### src/rtl/pcie_io_req.sv
`default_nettype none
// ============================================================================
// Module   : pcie_io_req
// Brief    : Single-DW PCIe MemRd/MemWr requester over 64-bit AXIS TX/RX,
//            with completion matching by tag and a completion timeout.
// Revision : 1.0 - initial release
// ============================================================================
module pcie_io_req #(
  parameter int C_DATA_WIDTH   = 64,
  parameter int KEEP_WIDTH     = C_DATA_WIDTH / 8,
  parameter int TIMEOUT_CYCLES = 1024
) (
  input  logic                    i_clk,
  input  logic                    i_nrst,
  input  logic                    i_s_axis_tx_tready,
  output logic [C_DATA_WIDTH-1:0] o_s_axis_tx_tdata,
  output logic [KEEP_WIDTH-1:0]   o_s_axis_tx_tkeep,
  output logic                    o_s_axis_tx_tlast,
  output logic                    o_s_axis_tx_tvalid,
  output logic                    o_tx_src_dsc,
  input  logic [C_DATA_WIDTH-1:0] i_m_axis_rx_tdata,
  input  logic [KEEP_WIDTH-1:0]   i_m_axis_rx_tkeep,
  input  logic                    i_m_axis_rx_tlast,
  input  logic                    i_m_axis_rx_tvalid,
  output logic                    o_m_axis_rx_tready,
  input  logic [8:0]              i_m_axis_rx_tuser,
  input  logic [15:0]             i_cfg_completer_id,
  input  logic                    i_req_valid,
  output logic                    o_req_ready,
  input  logic                    i_req_wren,
  input  logic [31:0]             i_req_addr,
  input  logic [3:0]              i_req_wstrb,
  input  logic [31:0]             i_req_wdata,
  output logic                    o_resp_valid,
  output logic [31:0]             o_resp_rdata,
  output logic                    o_resp_err
);

  localparam logic [2:0] c_idle = 3'd0;
  localparam logic [2:0] c_tx0  = 3'd1;
  localparam logic [2:0] c_tx1  = 3'd2;
  localparam logic [2:0] c_cpl0 = 3'd3;
  localparam logic [2:0] c_cpl1 = 3'd4;
  localparam logic [2:0] c_drop = 3'd5;
  localparam logic [2:0] c_resp = 3'd6;

  localparam int              c_cnt_w   = $clog2(TIMEOUT_CYCLES) + 1;
  localparam logic [c_cnt_w-1:0] c_to_last = c_cnt_w'(TIMEOUT_CYCLES - 1);

  logic [2:0]         r_state;
  logic [2:0]         w_next;
  logic               r_wren;
  logic [29:0]        r_addr;
  logic [3:0]         r_wstrb;
  logic [31:0]        r_wdata;
  logic [7:0]         r_tag;
  logic [c_cnt_w-1:0] r_cnt;
  logic               r_rx_sop;
  logic [31:0]        r_resp_rdata;
  logic               r_resp_err;

  logic               w_ld;
  logic [31:0]        w_ld_rdata;
  logic               w_ld_err;
  logic               w_rx_beat;
  logic               w_waiting;
  logic               w_timeout;
  logic               w_cpl_ok;
  logic               w_tag_ok;
  logic               w_rd_issued;
  logic [31:0]        w_dw0;
  logic [31:0]        w_dw1;
  logic               w_unused;

  assign w_rx_beat   = i_m_axis_rx_tvalid & o_m_axis_rx_tready;
  assign w_waiting   = (r_state == c_cpl0) | (r_state == c_cpl1) | (r_state == c_drop);
  assign w_timeout   = w_waiting & (r_cnt == c_to_last);
  assign w_cpl_ok    = (i_m_axis_rx_tdata[30:24] == 7'b1001010) &&
                       (i_m_axis_rx_tdata[47:45] == 3'b000) && !i_m_axis_rx_tuser[1];
  // The tag was already advanced when the read left TX1, so the outstanding one is r_tag-1.
  assign w_tag_ok    = (i_m_axis_rx_tdata[15:8] == (r_tag - 8'd1));
  assign w_rd_issued = (r_state == c_tx1) & i_s_axis_tx_tready & ~r_wren;

  assign w_dw0 = {1'b0, (r_wren ? 2'b10 : 2'b00), 5'b00000, 1'b0, 3'b000, 4'b0000,
                  1'b0, 1'b0, 2'b00, 2'b00, 10'd1};
  assign w_dw1 = {i_cfg_completer_id, r_tag, 4'b0000, (r_wren ? r_wstrb : 4'hF)};

  assign w_unused = ^{i_m_axis_rx_tkeep, i_m_axis_rx_tuser[8:2], i_m_axis_rx_tuser[0],
                      i_m_axis_rx_tdata[31], i_m_axis_rx_tdata[23:16],
                      i_m_axis_rx_tdata[7:0], i_req_addr[1:0]};

  always_ff @(posedge i_clk or negedge i_nrst) begin
    if (!i_nrst) r_state <= c_idle;
    else         r_state <= w_next;
  end

  always_comb begin
    w_next     = r_state;
    w_ld       = 1'b0;
    w_ld_rdata = 32'h0;
    w_ld_err   = 1'b0;
    case (r_state)
      c_idle: if (i_req_valid) w_next = c_tx0;
      c_tx0:  if (i_s_axis_tx_tready) w_next = c_tx1;
      c_tx1: begin
        if (i_s_axis_tx_tready) begin
          if (r_wren) begin
            w_next = c_resp;
            w_ld   = 1'b1;
          end else begin
            w_next = c_cpl0;
          end
        end
      end
      c_cpl0: begin
        if (w_timeout) begin
          w_next   = c_resp;
          w_ld     = 1'b1;
          w_ld_err = 1'b1;
        end else if (w_rx_beat && r_rx_sop) begin
          if (w_cpl_ok) begin
            w_next = c_cpl1;
          end else if (i_m_axis_rx_tlast) begin
            w_next   = c_resp;
            w_ld     = 1'b1;
            w_ld_err = 1'b1;
          end else begin
            w_next = c_drop;
          end
        end
      end
      c_cpl1: begin
        if (w_timeout) begin
          w_next   = c_resp;
          w_ld     = 1'b1;
          w_ld_err = 1'b1;
        end else if (w_rx_beat) begin
          if (w_tag_ok) begin
            w_next     = c_resp;
            w_ld       = 1'b1;
            w_ld_rdata = i_m_axis_rx_tdata[63:32];
          end else begin
            w_next = i_m_axis_rx_tlast ? c_cpl0 : c_drop;
          end
        end
      end
      c_drop: begin
        if (w_timeout) begin
          w_next   = c_resp;
          w_ld     = 1'b1;
          w_ld_err = 1'b1;
        end else if (w_rx_beat && i_m_axis_rx_tlast) begin
          w_next = c_cpl0;
        end
      end
      c_resp:  w_next = c_idle;
      default: w_next = c_idle;
    endcase
  end

  always_comb begin
    o_req_ready        = (r_state == c_idle);
    o_m_axis_rx_tready = (r_state != c_resp);
    o_resp_valid       = (r_state == c_resp);
    o_resp_rdata       = r_resp_rdata;
    o_resp_err         = r_resp_err;
    o_tx_src_dsc       = 1'b0;
    o_s_axis_tx_tvalid = 1'b0;
    o_s_axis_tx_tlast  = 1'b0;
    o_s_axis_tx_tkeep  = 8'h00;
    o_s_axis_tx_tdata  = 64'h0;
    if (r_state == c_tx0) begin
      o_s_axis_tx_tvalid = 1'b1;
      o_s_axis_tx_tkeep  = 8'hFF;
      o_s_axis_tx_tdata  = {w_dw1, w_dw0};
    end else if (r_state == c_tx1) begin
      o_s_axis_tx_tvalid = 1'b1;
      o_s_axis_tx_tlast  = 1'b1;
      o_s_axis_tx_tkeep  = r_wren ? 8'hFF : 8'h0F;
      o_s_axis_tx_tdata  = {(r_wren ? r_wdata : 32'h0), r_addr, 2'b00};
    end
  end

  // Datapath: request capture, tag, timeout counter, RX framing and response hold.
  always_ff @(posedge i_clk or negedge i_nrst) begin
    if (!i_nrst) begin
      r_wren       <= 1'b0;
      r_addr       <= 30'h0;
      r_wstrb      <= 4'h0;
      r_wdata      <= 32'h0;
      r_tag        <= 8'h00;
      r_cnt        <= '0;
      r_rx_sop     <= 1'b1;
      r_resp_rdata <= 32'h0;
      r_resp_err   <= 1'b0;
    end else begin
      if ((r_state == c_idle) && i_req_valid) begin
        r_wren  <= i_req_wren;
        r_addr  <= i_req_addr[31:2];
        r_wstrb <= i_req_wstrb;
        r_wdata <= i_req_wdata;
      end
      if (w_rd_issued) begin
        r_tag <= r_tag + 8'd1;
        r_cnt <= '0;
      end else if (w_waiting) begin
        r_cnt <= r_cnt + 1'b1;
      end
      if (w_rx_beat) r_rx_sop <= i_m_axis_rx_tlast;
      if (w_ld) begin
        r_resp_rdata <= w_ld_rdata;
        r_resp_err   <= w_ld_err;
      end
    end
  end

endmodule
`default_nettype wire

### config.mk
export PLATFORM = sky130hd
export DESIGN_NAME = pcie_io_req
export DESIGN_NICKNAME = d
export VERILOG_FILES = /design/src/rtl/pcie_io_req.sv
export SDC_FILE = /design/constraint.sdc
export NUM_CORES = 1
export LEC_CHECK = 0
export BUFFER_PORTS_ARGS = -buffer_cell sky130_fd_sc_hd__buf_2
export CAP_MARGIN = 20
export CORE_ASPECT_RATIO = 1.2
export CORE_MARGIN = 5
export CORE_UTILIZATION = 47
export DETAILED_ROUTE_END_ITERATION = 16
export PLACE_DENSITY = 0.81
export SLEW_MARGIN = 20
export SYNTH_ARGS = -nofsm -noshare
export SYNTH_HDL_FRONTEND = slang
export SYNTH_SLANG_ARGS = --single-unit
### constraint.sdc
create_clock -name i_clk -period 2.85 [get_ports i_clk]
set_input_delay 0.285 -clock i_clk [delete_from_list [all_inputs] [get_ports i_clk]]
set_output_delay 0.285 -clock i_clk [all_outputs]
set_load 0.05 [all_outputs]
==> results.json <==
{
  "die_y_um": 132,
  "ys_seq_elements": 123,
  "grt_max_degree": 58,
  "synth_cell_type_count": 57,
  "track_usage": 0.217,
  "dieArea_mm2": 0.0148,
  "min_period_ns": 2.65,
  "core_area_mm2": 0.0122,
  "report.final.slew_viol_count": 0,
  "crit_required_ns": 2.57,
  "fmax_mhz": 378,
  "seq_area_frac_synth": 0.526,
  "io_buffers": 245,
  "synth_top_area_share": 0.521,
  "synth.avg_cell_area_um2": 11.8,
  "htree_num_levels": 4,
  "yosysMostFrequentCell": "dfrtp_1",
  "cts_tree": "done",
  "antennaDiodeCount": 0,
  "drive_above_1_share": 0.505,
  "initial_utilization": 0.481,
  "wl_mm": 16.3,
  "gr-total-overflow": 0,
  "max_cap_violations": 0,
  "worstPathMaxFanout": 16,
  "seqCellArea_mm2": 0.00308,
  "rsz0062_at_grt": "false",
  "wl_met1_mm": 5.76,
  "drt_iter0_drc": 219,
  "min_period_over_period": 0.929,
  "r2r_start": "r_tag[1]$_DFFE_PN0P_",
  "path_buf_inv": 2,
  "fin_nets": 910,
  "holdWs_ns": 0.0925,
  "synth_cells": 497,
  "critPathLaunchType": "flop",
  "dp_hpwl_mm": 12.1,
  "multi_input_area_mm2": 0.00252,
  "yosys-top-cells-area": "dfrtp_1 (52%), mux2_2 (13%), a22o_1 (8.4%), and2_1 (3.4%), xnor2_1 (1.9%)",
  "synth_top_cells_by_count": "dfrtp_1 (122), mux2_2 (69), a22o_1 (56), and2_1 (32), nor2_1 (24)",
  "crit_chain": "nand2b_1 -> nor2_2 -> buf_4 -> a21oi_1 -> nor2_1 -> buf_2",
  "synth_ff_type": "dfrtp_1",
  "dr_wl_met2_mm": 8.67,
  "ys.warnings.count": 0,
  "p_per_area_mw_per_mm2": 1180,
  "critical_path_arrival_ns": 2.36,
  "final_hold_viol_count": 0,
  "slew_headroom": 0.591,
  "setup-violations-final": 0,
  "clockBufferDepth": 2,
  "gp_congestion": 0.853,
  "nFillCells": 914,
  "vias": 4905,
  "async_flop_share": 1.00,
  "wl_per_cell_um": 17.9,
  "dpl_cell_area_mm2": 0.00721,
  "cp_slowest_cell": "dfrtp_1",
  "cts_sinks": 123,
  "grt_pass1_vias": 5232,
  "synthToLayoutAreaGrowth_pct": 34.1,
  "clk_latency_ns": 0.42,
  "drtAntennaViolNets": 0,
  "grt_pass1_wl_mm": 25.9,
  "top_layer_used": "met5",
  "drt-pass1-iter-count": 5,
  "leakage_nw": 4.02,
  "path_class": "reg2out",
  "worstMarginPinSlew_ns": 0.614,
  "holdCritPathClass": "in2reg",
  "die_w_um": 112,
  "crit_family": "simple AND/OR/NAND/NOR gates",
  "synth_area_mm2": 0.00586,
  "hold_start": "i_m_axis_rx_tdata[34]",
  "crit_path_end_kind": "primary output",
  "finClkSkew_ns": 0.0140,
  "slowest_delay_ns": 0.54,
  "finalInstanceArea_mm2": 0.00785,
  "cts_made_buffers": 17,
  "setup_tns_ns": 0,
  "vias_per_cell": 5.40,
  "ff2ff_setup_slack_ns": 0.21,
  "antenna_found_initial": 2,
  "wl_met3_mm": 1.48,
  "io_pins": 283,
  "synth-edff-count": 0,
  "vdd_drop_max_mv": 1.03,
  "root_buffer": "clkbuf_16",
  "clk_pin_slew_ns": 0.06,
  "drc_errors": 0,
  "fp-row-count": 44,
  "synth_top_cell_by_area": "dfrtp_1",
  "crit_path_start": "r_state[1]$_DFFE_PN0P_",
  "status": "finished clean"
}
==> final cells by class <==
type	instances	share of cell area
inverter	9	0.00430
sequential	123	0.392
multi-input combinational	321	0.321
tap	161	0.0256
clock inverter	12	0.0210
timing repair buffer	263	0.178
clock buffer	20	0.0581
==> worst register-to-register path, delay by kind of cell, from the launching register on <==
family | cells | cell delay, ns
AO/OA/AOI/OAI | 4 | 0.80
adder cells (fa/ha/maj) | 1 | 0.23
buffers and inverters | 3 | 0.46
flip-flops | 1 | 0.44
AND/OR/NAND/NOR | 2 | 0.60
==> power by group <==
group / internal, mW / switching, mW / total [mW]
logic: 1.45 / 2.83 / 4.27
clock network: 1.43 / 0.796 / 2.23
registers: 2.34 / 0.450 / 2.79
total: 5.21 / 4.07 / 9.29
==> per-layer routing <==
layer  global-route usage  up-vias
li1                     -     2258
met1                0.224     2426
met2                0.383      186
met3                0.103       31
met4               0.0764        4
met5                    0        -
==> final timing paths <==
kind	endpoint	depth (start not counted)
max in group asynchronous	r_rx_sop$_DFFE_PN1P_	3
worst max-delay path	o_s_axis_tx_tdata[32]	6
worst max register to register	o_resp_rdata[29]$_DFFE_PN0P_	10
worst min register to register	o_resp_rdata[10]$_DFFE_PN0P_	1
min in group asynchronous	r_addr[25]$_DFFE_PN0P_	2
worst min-delay path	o_resp_rdata[2]$_DFFE_PN0P_	2
==> logic make-up (layout without fill, tap and decap cells) <==
family                   Yosys count  after routing  synth area share
multiplexers                      70             70             0.134
XOR/XNOR                          22             22            0.0329
other                              1              2          0.000640
AO/OA/AOI/OAI                    101            101             0.138
flip-flops                       123            123             0.526
adder cells (fa/ha/maj)            3              3           0.00641
AND/OR/NAND/NOR                  123            123             0.114
buffers and inverters             54            304            0.0476
==> placed cells by master (no fill, tap or decap), types with 3 or more instances in the layout <==
master	count
a22o_1	56
or3_1	4
mux2_2	69
xor2_1	9
xnor2_1	13
o21ai_0	6
nand3_1	8
nand4_1	7
and2_1	30
bufinv_16	3
buf_2	244
buf_4	15
ha_1	3
clkbuf_16	17
nor3_1	5
nand2_1	20
a31oi_1	3
clkinv_4	5
dfrtp_1	122
and3_1	5
inv_1	9
o211ai_1	3
nor2_1	23
a21oi_1	10
==> what timing repair did <==
item / 4_1_cts / 5_1_grt
hold endpoints to repair: 46 / 0
hold buffers: 1 / 0
setup buffers: 0 / 1
resized for setup: 0 / 2
endpoints found under the setup margin: 0 / 22
==> flip-flops by register name (all words and copies together), names as in the netlist, 3 cells and up <==
signal        count
o_resp_rdata     32
r_wdata          32
r_addr           30
r_cnt            11
r_tag             8
r_wstrb           4
r_state           3
==> metrics by stage <==
stage	cells	utilization	setup slack, ns	power [mW]
floorplan	498	-	0.239	6.12
global placement	875	0.593	0.252	6.93
detailed placement	875	0.593	0.149	7.07
CTS	908	0.644	0.0729	9.33
global route	909	0.646	0.0243	9.74
finish	909	0.646	0.202	9.29
No activity file was read; power rests on OpenSTA's default activity.
